**config.mk**
```make
export PLATFORM = sky130hd
export DESIGN_NAME = fifo_burst_reader_flat
export DESIGN_NICKNAME = d
export VERILOG_FILES = /design/src/rtl/fifo_rd_pkg.sv /design/src/rtl/fifo_burst_reader_if.sv /design/src/rtl/rd_skid_buf.sv /design/src/rtl/fifo_burst_reader.sv /design/src/flat_wrapper.sv
export SDC_FILE = /design/constraint.sdc
export NUM_CORES = 1
export LEC_CHECK = 0
export CORE_ASPECT_RATIO = 1.1
export CORE_MARGIN = 2
export CORE_UTILIZATION = 35
export DETAILED_ROUTE_END_ITERATION = 8
export PLACE_DENSITY = 0.6
export SLEW_MARGIN = 20
export SYNTH_ARGS = -nofsm -noshare
export SYNTH_HDL_FRONTEND = slang
export SYNTH_SLANG_ARGS = --single-unit
```
**constraint.sdc**
```tcl
create_clock -name clk -period 1.7 [get_ports clk]
set_input_delay 0.34 -clock clk [delete_from_list [all_inputs] [get_ports clk]]
set_output_delay 0.34 -clock clk [all_outputs]
set_load 0.01 [all_outputs]
```
**src/rtl/fifo_rd_pkg.sv**
```systemverilog
// Shared types and constants for the FIFO burst reader.
// Imported by the buffer, the interface users and the top.
package fifo_rd_pkg;

  typedef enum logic [1:0] {
    IDLE,
    RUN,
    STOP
  } rd_state_e;

  localparam int RD_BUF_DEPTH = 3;

  // Counter width for a modulo-n index; never narrower than 1 bit.
  function automatic int cnt_w(input int n);
    return (n > 1) ? $clog2(n) : 1;
  endfunction

endpackage

```
**src/rtl/fifo_burst_reader_if.sv**
```systemverilog
// FIFO read port plus downstream valid/ready stream.
// master = the reader, slave = FIFO and consumer side.
interface fifo_burst_reader_if #(
  parameter int WIDTH = 8
);

  logic             fifo_r_en;
  logic [WIDTH-1:0] fifo_r_data;
  logic             fifo_empty;
  logic             out_valid;
  logic             out_ready;
  logic [WIDTH-1:0] out_data;
  logic             out_last;

  modport master (
    output fifo_r_en,
    input  fifo_r_data,
    input  fifo_empty,
    output out_valid,
    input  out_ready,
    output out_data,
    output out_last
  );

  modport slave (
    input  fifo_r_en,
    output fifo_r_data,
    output fifo_empty,
    input  out_valid,
    output out_ready,
    input  out_data,
    input  out_last
  );

endinterface

```
**src/rtl/rd_skid_buf.sv**
```systemverilog
// Three-entry circular buffer between FIFO capture and stream.
// Head is combinational from storage; occupancy is registered.
module rd_skid_buf
  import fifo_rd_pkg::*;
#(
  parameter int WIDTH = 8
) (
  input  logic             clk,
  input  logic             rstn,
  input  logic             push,
  input  logic [WIDTH-1:0] push_data,
  input  logic             pop,
  output logic [1:0]       occ,
  output logic [WIDTH-1:0] head
);

  localparam logic [1:0] LAST_SLOT = 2'(RD_BUF_DEPTH - 1);
  localparam logic [1:0] FULL = 2'(RD_BUF_DEPTH);

  logic [WIDTH-1:0] mem [0:RD_BUF_DEPTH-1];
  logic [1:0]       wr_ptr;
  logic [1:0]       rd_ptr;

  function automatic logic [1:0] nxt(input logic [1:0] p);
    return (p == LAST_SLOT) ? 2'd0 : p + 2'd1;
  endfunction

  assign head = mem[rd_ptr];

  // Storage, pointers and occupancy; simultaneous push/pop holds occ.
  always_ff @(posedge clk or negedge rstn) begin
    if (!rstn) begin
      for (int i = 0; i < RD_BUF_DEPTH; i++) begin
        mem[i] <= '0;
      end
      wr_ptr <= 2'd0;
      rd_ptr <= 2'd0;
      occ    <= 2'd0;
    end else begin
      assert (!(push && occ == FULL))
        else $error("rd_skid_buf push while full");
      if (push) begin
        mem[wr_ptr] <= push_data;
        wr_ptr      <= nxt(wr_ptr);
      end
      if (pop) begin
        rd_ptr <= nxt(rd_ptr);
      end
      unique case (1'b1)
        push && !pop: occ <= occ + 2'd1;
        pop && !push: occ <= occ - 2'd1;
        default:      occ <= occ;
      endcase
    end
  end

endmodule

```
**src/rtl/fifo_burst_reader.sv**
```systemverilog
// Drains a 1-cycle-latency FIFO into a burst-framed stream.
// Read issue looks only at registered state and fifo_empty.
module fifo_burst_reader
  import fifo_rd_pkg::*;
#(
  parameter int WIDTH     = 8,
  parameter int BURST_LEN = 4,
  parameter int COUNT_W   = 16
) (
  input  logic               clk,
  input  logic               rstn,
  input  logic               en,
  fifo_burst_reader_if.master bus,
  output logic               busy,
  output logic [COUNT_W-1:0] word_count
);

  localparam int IW = cnt_w(BURST_LEN);
  localparam logic [IW-1:0] LAST_IDX = IW'(BURST_LEN - 1);

  rd_state_e   state;
  logic        inflight;
  logic [IW-1:0] iss_idx;
  logic [IW-1:0] beat_idx;
  logic [1:0]  occ;
  logic [2:0]  pending;
  logic        issue_ok;
  logic        rd;
  logic        pop;
  logic        drained;

  function automatic logic [IW-1:0] inc(input logic [IW-1:0] v);
    return (v == LAST_IDX) ? '0 : v + 1'b1;
  endfunction

  assign pending  = {1'b0, occ} + {2'b00, inflight};
  assign issue_ok = (state == RUN) ||
                    (state == STOP && iss_idx != '0);
  assign rd       = !bus.fifo_empty && issue_ok &&
                    (pending < 3'(RD_BUF_DEPTH));
  assign drained  = (iss_idx == '0) && !inflight && (occ == 2'd0);

  assign bus.fifo_r_en = rd;
  assign bus.out_valid = (occ != 2'd0);
  assign bus.out_last  = bus.out_valid && (beat_idx == LAST_IDX);
  assign pop           = bus.out_valid && bus.out_ready;

  rd_skid_buf #(
    .WIDTH(WIDTH)
  ) u_buf (
    .clk       (clk),
    .rstn      (rstn),
    .push      (inflight),
    .push_data (bus.fifo_r_data),
    .pop       (pop),
    .occ       (occ),
    .head      (bus.out_data)
  );

  // Run/stop sequencing; a started burst is finished before IDLE.
  always_ff @(posedge clk or negedge rstn) begin
    if (!rstn) begin
      state <= IDLE;
      busy  <= 1'b0;
    end else begin
      unique case (state)
        IDLE: begin
          if (en) begin
            state <= RUN;
            busy  <= 1'b1;
          end
        end
        RUN: begin
          if (!en) state <= STOP;
        end
        STOP: begin
          if (en) begin
            state <= RUN;
          end else if (drained) begin
            state <= IDLE;
            busy  <= 1'b0;
          end
        end
        default: begin
          state <= IDLE;
          busy  <= 1'b0;
        end
      endcase
    end
  end

  // Issue tracking and read-data capture strobe.
  always_ff @(posedge clk or negedge rstn) begin
    if (!rstn) begin
      inflight <= 1'b0;
      iss_idx  <= '0;
    end else begin
      inflight <= rd;
      if (rd) iss_idx <= inc(iss_idx);
    end
  end

  // Accepted-beat framing and running word count.
  always_ff @(posedge clk or negedge rstn) begin
    if (!rstn) begin
      beat_idx   <= '0;
      word_count <= '0;
    end else if (pop) begin
      beat_idx   <= inc(beat_idx);
      word_count <= word_count + 1'b1;
    end
  end

endmodule

```
**src/flat_wrapper.sv**
```systemverilog
// flat-port wrapper written by rule: the top's interface ports become plain ports
module fifo_burst_reader_flat import fifo_rd_pkg::*;
#(
  parameter int WIDTH     = 8,
  parameter int BURST_LEN = 4,
  parameter int COUNT_W   = 16
)
  (clk, rstn, en, busy, word_count, bus_fifo_r_en, bus_fifo_r_data, bus_fifo_empty, bus_out_valid, bus_out_ready, bus_out_data, bus_out_last);
  fifo_burst_reader_if #(.WIDTH(WIDTH)) bus_i ();
  input  logic clk;
  input  logic rstn;
  input  logic en;
  output logic busy;
  output logic [COUNT_W-1:0] word_count;
  output wire logic [$bits(bus_i.fifo_r_en)-1:0] bus_fifo_r_en;
  input wire logic [$bits(bus_i.fifo_r_data)-1:0] bus_fifo_r_data;
  input wire logic [$bits(bus_i.fifo_empty)-1:0] bus_fifo_empty;
  output wire logic [$bits(bus_i.out_valid)-1:0] bus_out_valid;
  input wire logic [$bits(bus_i.out_ready)-1:0] bus_out_ready;
  output wire logic [$bits(bus_i.out_data)-1:0] bus_out_data;
  output wire logic [$bits(bus_i.out_last)-1:0] bus_out_last;
  assign bus_fifo_r_en = bus_i.fifo_r_en;
  assign bus_i.fifo_r_data = bus_fifo_r_data;
  assign bus_i.fifo_empty = bus_fifo_empty;
  assign bus_out_valid = bus_i.out_valid;
  assign bus_i.out_ready = bus_out_ready;
  assign bus_out_data = bus_i.out_data;
  assign bus_out_last = bus_i.out_last;
  fifo_burst_reader #(.WIDTH(WIDTH), .BURST_LEN(BURST_LEN), .COUNT_W(COUNT_W)) u_core (.clk(clk), .rstn(rstn), .en(en), .bus(bus_i), .busy(busy), .word_count(word_count));
endmodule
```
# Word-level counts from Yosys, hierarchy flattened
# Cells that the tools add are included.
op_classes:
  n_bitwise: 3
  n_mux: 20
  n_lt_le_gt_ge: 4
  n_reduce_logical: 22
  n_addsub: 8
  n_eq_ne: 11
op_table:
  columns: ["op", "n"]
  rows:
  - ["24-bit bitwise mux", 1]
  - ["8-bit 2-to-1 mux", 3]
  - ["16-bit by 1-bit adder with 16-bit output, second input constant", 1]
  - ["8-bit binary-select mux with 2-bit select", 1]
  - ["8-bit demux with 2-bit select", 1]
  - ["2-bit 2-to-1 mux", 8]
  - ["2-bit by 1-bit adder with 2-bit output, second input constant", 5]
  - ["2-bit == test, second input constant", 5]
  - ["1-bit logical AND", 10]
  - ["3-bit greater-or-equal comparator, second input constant", 2]
  - ["2-bit zero test", 3]
  - ["2-bit inequality test, second input constant", 3]
  - ["2-bit inverter with 3-bit output", 2]
  - ["2-bit one-hot mux with 3 select lines", 1]
  - ["2-bit nonzero test", 3]
  - ["2-bit one-hot mux with 2 select lines", 1]
  - ["4-bit AND reduction", 1]
  - ["2-bit by 1-bit adder with 3-bit output", 1]
  - ["1-bit zero test", 3]
  - ["3-bit by 1-bit < comparator with 1-bit output, second input constant", 1]
  - ["3-bit by 2-bit < comparator with 1-bit output, second input constant", 1]
  - ["1-bit 2-to-1 mux", 3]
  - ["3-bit by 2-bit inequality test with 1-bit output, second input constant", 1]
  - ["1-bit one-hot mux with 3 select lines", 1]
  - ["other kinds (6)", 6]
word_totals:
  ff_bits: 54
  word_cells: 80
  inputBits: 13

# Depth between registers and ports, before layout
# Gate-level depths: netlist of run 1.
depth:
  ltp_word: 6
  ltp_mapped: 7
  depth_no_buf: 6

# By module
# A second synthesis of run 1 with hierarchy kept.
hier_totals:
  cells_unflattened: 200
  hier_area_um2: 2512.4
by_module_without_submodules:
  columns: ["mod", "area_per_inst_um2", "n_inst", "seq_area_each_um2", "cells_per_inst"]
  rows:
  - ["rd_skid_buf", 1350.0, 1, 750.7, 99]
  - ["fifo_burst_reader", 1162.4, 1, 600.6, 101]

# Worst setup path before layout of run 1
# OpenSTA, ideal clock, no wires.
synth_path:
  kind: "flip-flop to output port"
  from: "register u_core.u_buf.occ[0]"
  to: "output bus_fifo_r_en"
  required_ps: 1360
  stages_incl_launch_ff: 6
  t_arrival_ps: 1380
  setup_slack_ps: -20
  path_cell_list: "dfrtp_1 > ha_1 > ha_1 > a211oi_1 > o211ai_1 > inv_1"
synth_between:
  elab_chain_len: 3
synth_lines:
  columns: ["element", "line", "source"]
  rows:
  - ["from (decl)", "rd_skid_buf.sv:13", "output logic [1:0] occ,"]
  - ["from (signal assigned)", "rd_skid_buf.sv:50", "push && !pop: occ <= occ + 2'd1;"]
  - ["from (signal assigned)", "rd_skid_buf.sv:51", "pop && !push: occ <= occ - 2'd1;"]
  - ["2-bit by 1-bit adder with 3-bit output", "fifo_burst_reader.sv:36", "assign pending = {1'b0, occ} + {2'b00, inflight};"]
  - ["3-bit by 2-bit < comparator with 1-bit output", "fifo_burst_reader.sv:40", "(pending < 3'(RD_BUF_DEPTH));"]
  - ["1-bit logical AND", "fifo_burst_reader.sv:39", "assign rd = !bus.fifo_empty && issue_ok &&"]
  - ["to (decl)", "flat_wrapper.sv:15", "output wire logic [$bits(bus_i.fifo_r_en)-1:0] bus_fifo_r_en;"]
# Every way passes these cells.

# Worst setup path after layout of run 1
layout_path:
  from: "register u_core.inflight"
  to: "output bus_fifo_r_en"
layout_between:
  elab_chain_len: 3
layout_lines:
  columns: ["element", "line", "source"]
  rows:
  - ["from (decl)", "fifo_burst_reader.sv:22", "logic inflight;"]
  - ["from (signal assigned)", "fifo_burst_reader.sv:98", "inflight <= rd;"]
  - ["2-bit by 1-bit adder with 3-bit output", "fifo_burst_reader.sv:36", null]
  - ["3-bit by 2-bit < comparator with 1-bit output", "fifo_burst_reader.sv:40", null]
  - ["1-bit logical AND", "fifo_burst_reader.sv:39", null]
# Every way passes these cells.

==> results.toml, run 1 <==
[status]
status = "finished with violations"
violations = "setup timing"

[pwr]
p_per_area_nw_per_um2 = 1638
peakVddDrop_v = 0.0007256
p_leak_uw = 0.001528

[clocking]
clk_pin_slew_ps = 100
cts_htree_levels = 2
cts_buffer_depth = 2
cts_root_buf = "clkbuf_8"
cts_tree = "yes"
cts_hold_buf = 0
cts_buffers = 5
clk_latency_ps = 310
numClockSinks = 54

[sta]
grt_setup_unrepaired = "true"
finalSetupViolations = 4
fin_crit_ps = 1970
skew_ps = 7.300
worst_slack_ps = -270.3
finalMaxSlewViolations = 0
tightest_slew_ps = 506.5
max_freq_mhz = 507.5
tns_ps = -466.1
max_slew_margin = 0.6614
finalCritPeriodShare = 1.159
hold_viol = 0

[floorplan]
dieArea_sq_um = 7614
start_util = 0.3658
die_w_um = 83.38
io_pins = 41
rows = 31
fp.coreArea_sq_um = 6633
die_y_um = 91.32

[grt]
grt_max_degree = 55
grt_pass1_vias = 1686
grt_pass1_wl_um = 7879
grt_usage = 0.1300
antenna_found_initial = 0
grt_overflow = 0

[layout]
syn2layout_area_growth_pct = 37.24
antenna_cells = 0
drive_above_1_share = 0.3646
layout.nets = 296
nFillCells = 588

[worst_setup_path]
required_ps = 1360
end_kind = "output pin"
setup.worst_path.class = "reg -> out"
path_cells = "ha_2, ha_4, a211oi_2, o211ai_1, inv_1, buf_2"
critical-path-max-stage-delay_ps = 400
start_kind = "flip-flop"
slowest_stage = "dfrtp_1"
reg2reg_depth = 7
cp.depth = 6
worstPathBufferInverterCount = 2
worstPathArrival_ps = 1630
critPathMaxFanout = 2
crit_family = "adder cells"

[route]
drt_wl_total_um = 4687
vias_per_cell = 4.710
detail-route-antenna-nets = 0
drt_iter0_markers = 89
drc_errors = 0
vias = 1691
dr.pass1.iters = 3
routedWlPerCell_um = 13.06

[synthesis]
synth_edf_count = 0
synth_cell_type_count = 31
synthCells = 200
synth_area_per_cell_sq_um = 12.13
synth_async_sr_flop_share = 1.000
synth_seq_cells = 54
synth_fp_nets = 220
synth_warnings = 0
synth_flop_cell = "dfrtp_1"
yosysSeqAreaShare = 0.5570
syn_area_sq_um = 2426

[min_path]
min_path_type = "in -> async"

[job]
max_cap_violations = 0

[placed_design]
place_ws_ps = -461.8
hpwl_um = 3244
portBuffers = 40
gp_congestion = 0.6789
[metal layers]
metal	part of all wire	GRT usage	wire length, um	up-vias
li1	-	-	-	840
met1	0.47	0.1668	2207	817
met2	0.48	0.2130	2249	28
met3	0.033	0.03091	157	6
met4	0.016	0.04918	73	0
met5	0	0	0	-
[logic make-up (layout without fill, tap and decap cells)]
group                      after synthesis  after routing  share of synthesized area
buffers and inverters                   13             90                    0.02270
xor gates and xnor gates                18             18                    0.06498
AOI/OAI and AO/OA                       20             20                    0.04899
adders and majority gates                7              7                    0.03610
muxes                                   33             33                     0.1490
and+or+nand+nor                         55             55                     0.1212
DFF                                     54             54                     0.5570
[state kept, by name, indices dropped and copies added (netlist names), 2 cells and up]
register             count
u_core.u_buf.mem        24
u_core.word_count       16
u_core.beat_idx          2
u_core.iss_idx           2
u_core.state             2
u_core.u_buf.occ         2
u_core.u_buf.rd_ptr      2
u_core.u_buf.wr_ptr      2
[synth_stat cells (3+ instances only)]
library cell  count  area share
nor3_1            3      0.0062
nand4_1           4       0.010
dfrtp_1          54        0.56
xor2_1            6       0.022
xnor2_1          12       0.043
nand3_1          10       0.021
ha_1              7       0.036
mux2_2           25        0.12
a21o_1            3      0.0093
mux2i_1           8       0.033
nor2_1            3      0.0046
inv_1             7       0.011
o21ai_0          11       0.023
nand2_1          20       0.031
[path summary, 6_finish.rpt]
kind	startpoint	end	slack (ps)
setup reg to reg	u_core.inflight$_DFF_PN0_	u_core.iss_idx[0]$_DFFE_PN0P_	-20
min in group clk	u_core.word_count[15]$_DFFE_PN0P_	u_core.word_count[15]$_DFFE_PN0P_	470
setup / recovery	u_core.inflight$_DFF_PN0_	bus_fifo_r_en	-270
hold reg to reg	u_core.word_count[15]$_DFFE_PN0P_	u_core.word_count[15]$_DFFE_PN0P_	470
max in group asynchronous	rstn	u_core.word_count[4]$_DFFE_PN0P_	1430
hold / removal	rstn	u_core.word_count[6]$_DFFE_PN0P_	6
[layout make-up]
type | instances | area [sq um] | share of cell area
well taps | 82 | 102.6 | 0.03082
inverters | 8 | 30.03 | 0.009019
repair buffers | 74 | 650.6 | 0.1954
clock buffers | 5 | 68.82 | 0.02067
multi-input cells | 133 | 1077 | 0.3236
clock inverters | 3 | 43.79 | 0.01315
flip-flops and latches | 54 | 1356 | 0.4074
[through the flow]
stage	total power, uW	instance area, sq um	hold slack, ps	utilization	std cells
after CTS	5397	3261	18.26	0.4916	355
final	5453	3329	5.895	0.5020	359
after global routing	5865	3329	10.09	0.5020	359
after floorplan	3339	2434	44.41	-	200
after global placement	4418	3107	365.3	0.4684	342
after detailed placement	4474	3107	362.5	0.4684	342
[placed cells by master, fill, tap and decap left out, drive strengths merged, types with 3 or more instances in the layout]
master          n
a21o            3
xnor2          12
clkbuf          5
nand3          10
nand4           4
ha              7
nor2            3
mux2i           8
o21ai          12
mux2           25
clkdlybuf4s50  28
nor3            5
dfrtp          54
inv             9
buf            46
xor2            6
nand2          20
[repair_timing]
action                     4_1_cts  5_1_grt
pin swaps                        9        4
setup buffers                    6        6
setup endpoints to repair       14       17
resized for setup               65       17
[power by group]
part | internal (uW) | switching [uW] | total (uW)
registers | 1790 | 339 | 2130
clock network | 442 | 433 | 875
logic | 1410 | 1040 | 2450
total | 3640 | 1810 | 5450
Note: power is estimated with default switching activity, not from simulation.
==> run 2, diff against run 1 <==
--- a/config.mk
+++ b/config.mk
@@ -8,8 +8,11 @@
 export CORE_ASPECT_RATIO = 1.1
 export CORE_MARGIN = 2
 export CORE_UTILIZATION = 35
+export CTS_BUF_LIST = sky130_fd_sc_hd__clkbuf_8
 export DETAILED_ROUTE_END_ITERATION = 8
+export HOLD_SLACK_MARGIN = 0.08
 export PLACE_DENSITY = 0.6
+export SETUP_SLACK_MARGIN = 0.2
 export SLEW_MARGIN = 20
 export SYNTH_ARGS = -nofsm -noshare
 export SYNTH_HDL_FRONTEND = slang
==> results.toml, run 2 (synthesis gave the netlist of run 1 again) <==
[grt]
grt_usage = 0.1378
antenna_found_initial = 0
grt_overflow = 0
grt_pass1_wl_um = 8473
grt_max_degree = 55
grt_pass1_vias = 1806

[sta]
finalMaxSlewViolations = 0
skew_ps = 4.478
hold_viol = 0
finalSetupViolations = 7
grt_setup_unrepaired = "true"
max_freq_mhz = 506.3
max_slew_margin = 0.8022
finalCritPeriodShare = 1.162
tightest_slew_ps = 296.8
worst_slack_ps = -275.0
fin_crit_ps = 1975
tns_ps = -1001

[floorplan]
start_util = 0.3658
dieArea_sq_um = 7614
io_pins = 41
die_w_um = 83.38
fp.coreArea_sq_um = 6633
die_y_um = 91.32
rows = 31

[route]
drt_iter0_markers = 61
vias_per_cell = 4.740
detail-route-antenna-nets = 0
routedWlPerCell_um = 13.30
vias = 1806
drt_wl_total_um = 5068
dr.pass1.iters = 4
drc_errors = 0

[layout]
syn2layout_area_growth_pct = 48.89
layout.nets = 318
final_cell_area_sq_um = 3612
reg_top3 = "u_core.u_buf.mem (24), u_core.word_count (16)"
layout_commonest_cell = "dfrtp_1"
antenna_cells = 0
largest_reg_flops = 24
nFillCells = 593
final_cell_mix = "dfrtp_1 (49), buf_4 (38), mux2_2 (25)"
top_register = "u_core.u_buf.mem"
drive_above_1_share = 0.4649

[pwr]
p_leak_uw = 0.001734
power_frac_seq = 0.358
clockPowerShare = 0.150
p_per_area_nw_per_um2 = 1624
swShare = 0.3355
peakVddDrop_v = 0.0007582
p_total_uw = 5868
power.switching_uw = 1969
internal_power_uw = 3899
p_comb_frac = 0.491

[clocking]
clk_pin_slew_ps = 100
cts_tree = "yes"
clk_latency_ps = 310
cts_root_buf = "clkbuf_8"
cts_htree_levels = 2
cts_buffer_depth = 2
numClockSinks = 54
cts_buffers = 5

[worst_setup_path]
critPathMaxFanout = 2
end_kind = "output pin"
worstPathArrival_ps = 1630
reg2reg_depth = 12
reg2reg_slack_ps = -230
rr_endpoint = "u_core.iss_idx[0]$_DFFE_PN0P_"
start_kind = "flip-flop"
setup.worst_path.class = "reg -> out"
required_ps = 1360
reg2reg_from = "u_core.u_buf.occ[0]$_DFFE_PN0P_"

[min_path]
worstHoldStart = "u_core.word_count[15]$_DFFE_PN0P_"
holdPathStages = 1
min_path_type = "reg -> reg"
hold_end = "u_core.word_count[15]$_DFFE_PN0P_"

[placed_design]
placed_cell_area_sq_um = 3129
gp_congestion = 0.6725
portBuffers = 40
hpwl_um = 3274

[status]
violations = "setup timing"
status = "finished with violations"

[job]
max_cap_violations = 0
[run 2: worst max-delay path: stages (launching register included)]
cell and delay, ps:
dfrtp_2 430, ha_4 160, ha_4 200, a211oi_2 170, o211ai_1 130, inv_1 100, buf_2 130
[run 2: metrics by stage]
step                hold slack (ps)  std cells  setup slack, ps  utilization
floorplan                     44.41        200            118.8            -
detailed placement            360.9        340           -371.1       0.4718
global route                  499.3        381           -354.2       0.5446
CTS                           475.8        373           -292.9       0.5158
finish                        467.0        381           -275.0       0.5446
global placement              363.4        340           -334.1       0.4718
[run 2: power groups by stage]
stage / Sequential [uW] / Clock [uW] / Combinational, uW
after global placement: 2140 / 0 / 2330
after CTS: 2080 / 903 / 2550
after floorplan: 2150 / 0 / 1260
after global routing: 2170 / 962 / 3160
final: 2100 / 882 / 2880
after detailed placement: 2160 / 0 / 2370
[run 2: how the worst max path moves through the flow]
stage                                                from            end  slack (ps)
after global routing      u_core.u_buf.occ[0]$_DFFE_PN0P_  bus_fifo_r_en        -350
after global placement    u_core.u_buf.occ[0]$_DFFE_PN0P_  bus_fifo_r_en        -330
after CTS                 u_core.u_buf.occ[0]$_DFFE_PN0P_  bus_fifo_r_en        -290
after detailed placement  u_core.u_buf.occ[0]$_DFFE_PN0P_  bus_fifo_r_en        -370
after floorplan           u_core.u_buf.occ[0]$_DFFE_PN0P_  bus_fifo_r_en         120
final                     u_core.u_buf.occ[0]$_DFFE_PN0P_  bus_fifo_r_en        -270
[run 2: layer usage]
layer | vias up | GRT usage | routed length, um
li1 | 886 | - | -
met1 | 879 | 0.1734 | 2294
met2 | 33 | 0.2325 | 2531
met3 | 8 | 0.03091 | 172
met4 | 0 | 0.04918 | 70
met5 | - | 0 | 0
[run 2: repair_timing]
| action | 4_1_cts | 5_1_grt |
|---|---|---|
| pin swaps | 9 | 15 |
| endpoints found under the setup margin | 41 | 25 |
| hold endpoints to repair | 54 | 0 |
| buffers inserted | 24 | 8 |
| hold buffers | 1 | 0 |
| gates resized for setup | 84 | 38 |
| cloned | 0 | 0 |
[run 2: area by class of cell]
| type | count | area [sq um] | area share |
|---|---|---|---|
| Sequential cell | 54 | 1358 | 0.3758 |
| Multi-Input combinational cell | 133 | 1180 | 0.3266 |
| Timing Repair Buffer | 96 | 827.0 | 0.2290 |
| Tap cell | 82 | 102.6 | 0.02840 |
| Clock buffer | 5 | 68.82 | 0.01905 |
| Clock inverter | 3 | 43.79 | 0.01212 |
| Inverter | 8 | 32.53 | 0.009006 |
==> run 3, diff against run 2 <==
==> constraint.sdc (replaced) <==
create_clock -name clk -period 1.6 [get_ports clk]
set_input_delay 0.32 -clock clk [delete_from_list [all_inputs] [get_ports clk]]
set_output_delay 0.32 -clock clk [all_outputs]
set_load 0.01 [all_outputs]
==> results.toml, run 3 (synthesis gave the netlist of run 1 again) <==
[status]
status = "finished with violations"
violations = "setup timing"

[placed_design]
portBuffers = 40
hpwl_um = 3337
placed_cell_area_sq_um = 3167
gp_congestion = 0.7039

[sta]
worst_slack_ps = -363.5
fin_crit_ps = 1964
skew_ps = 10.76
max_freq_mhz = 509.3
finalHoldWorstSlack_ps = 411.9
finalMaxSlewViolations = 0
tightest_slew_ps = 289.1
finalSetupViolations = 14
grt_setup_unrepaired = "true"
finalCritPeriodShare = 1.227
hold_viol = 0
max_slew_margin = 0.8064

[layout]
syn2layout_area_growth_pct = 51.78
reg_top3 = "u_core.u_buf.mem (24), u_core.word_count (16)"
largest_reg_flops = 24
layout.nets = 319
layout_commonest_cell = "dfrtp_1"
antenna_cells = 0
drive_above_1_share = 0.5050
final_cell_mix = "dfrtp_1 (48), buf_4 (36), mux2_2 (25)"
final_cell_area_sq_um = 3682
top_register = "u_core.u_buf.mem"

[pwr]
power.switching_uw = 2210
p_leak_uw = 0.001782
power_frac_seq = 0.361
internal_power_uw = 4102
p_per_area_nw_per_um2 = 1714
swShare = 0.3501
p_total_uw = 6312
p_comb_frac = 0.522
clockPowerShare = 0.117
peakVddDrop_v = 0.0008750

[clocking]
cts_buffers = 5
numClockSinks = 54
clk_pin_slew_ps = 100
cts_root_buf = "clkbuf_8"
cts_tree = "yes"
clk_latency_ps = 310
cts_buffer_depth = 2
cts_htree_levels = 2

[grt]
grt_pass1_wl_um = 8749
grt_overflow = 0
antenna_found_initial = 0
grt_max_degree = 45
grt_usage = 0.1433
grt_pass1_vias = 1898

[floorplan]
fp.coreArea_sq_um = 6633
dieArea_sq_um = 7614
io_pins = 41
die_y_um = 91.32
start_util = 0.3658
rows = 31
die_w_um = 83.38

[worst_setup_path]
critical-path-max-stage-delay_ps = 430
setup.worst_path.class = "reg -> out"
reg2reg_from = "u_core.u_buf.occ[0]$_DFFE_PN0P_"
reg2reg_depth = 7
end_kind = "output pin"
worstPathArrival_ps = 1640
required_ps = 1280
reg2reg_slack_ps = -160
cp_common_cell = "ha_4"
path_cells = "ha_4, ha_4, a211oi_2, o211ai_1, inv_1, buf_2"
rr_endpoint = "u_core.iss_idx[0]$_DFFE_PN0P_"
start_kind = "flip-flop"
slowest_stage = "dfrtp_2"
critPathMaxFanout = 3

[route]
dr_wl_met3_um = 173
routedWlPerCell_um = 13.82
drt_wl_total_um = 5264
detail-route-antenna-nets = 0
drt_iter0_markers = 58
drc_errors = 0
dr.pass1.iters = 4
topRoutingLayerUsed = "met4"
wl_met2_um = 2741
met1_length_um = 2285
vias_per_cell = 4.787
vias = 1824

[job]
max_cap_violations = 0

[min_path]
min_path_type = "in -> async"
run 3: cell count changes in the layout (fill, tap and decap cells not counted), sizes merged:
cell	change
clkinv	+1
buf	+3
inv	-1
dlygate4sd2	-3
bufinv	-1
clkdlybuf4s15	+1
run 3: worst max-delay path, delay by kind of cell (launching register included):
kind            cells  cell delay [ps]
compound gates      2              320
fa+ha+maj           2              360
buf+inv             2              230
flops               1              430
run 3: metal layers:
layer / track usage / vias to the layer above
met5: 0 / -
met4: 0.04781 / 0
met3: 0.03727 / 7
met2: 0.2426 / 29
met1: 0.1778 / 899
li1: - / 889
run 3: how the worst max path moves through the flow:
stage / start / to / slack, ps
floorplan: u_core.u_buf.occ[0]$_DFFE_PN0P_ / bus_fifo_r_en / 40
global route: u_core.u_buf.occ[0]$_DFFE_PN0P_ / bus_fifo_r_en / -450
detailed placement: u_core.u_buf.occ[0]$_DFFE_PN0P_ / bus_fifo_r_en / -460
finish: u_core.u_buf.occ[0]$_DFFE_PN0P_ / bus_fifo_r_en / -360
CTS: u_core.u_buf.occ[0]$_DFFE_PN0P_ / bus_fifo_r_en / -400
global placement: u_core.inflight$_DFF_PN0_ / bus_fifo_r_en / -460
run 3: cell type report:
| cell class | instances | area, sq um |
|---|---|---|
| Clock buffer | 5 | 68.82 |
| Clock inverter | 2 | 10.01 |
| Fill cell | 584 | 2950 |
| Inverter | 8 | 32.53 |
| Multi-Input combinational cell | 133 | 1251 |
| Sequential cell | 54 | 1359 |
| Tap cell | 82 | 102.6 |
| Timing Repair Buffer | 97 | 858.3 |
run 3: metrics by stage:
step	TNS, ps	worst slack (ps)	instances	utilization
after floorplan	0	38.78	200	-
after global placement	-2484	-460.6	342	0.4775
after detailed placement	-2494	-457.3	342	0.4775
after CTS	-1668	-396.7	375	0.5318
after global routing	-2493	-447.5	381	0.5552
final	-1614	-363.5	381	0.5552
run 3: power by group through the flow:
stage,logic (uW),registers (uW),clock network [uW]
after floorplan,1350,2280,0
after global placement,2510,2270,0
after detailed placement,2550,2290,0
after CTS,3000,2240,772
after global routing,3570,2350,815
final,3300,2280,736
run 3: what timing repair did:
| action | CTS | global route |
|---|---|---|
| endpoints found under the hold margin | 10 | 0 |
| cloned | 1 | 0 |
| hold buffers | 1 | 0 |
| pin swaps | 26 | 15 |
| setup buffers | 24 | 6 |
| setup endpoints to repair | 59 | 55 |
| gates resized for setup | 113 | 31 |
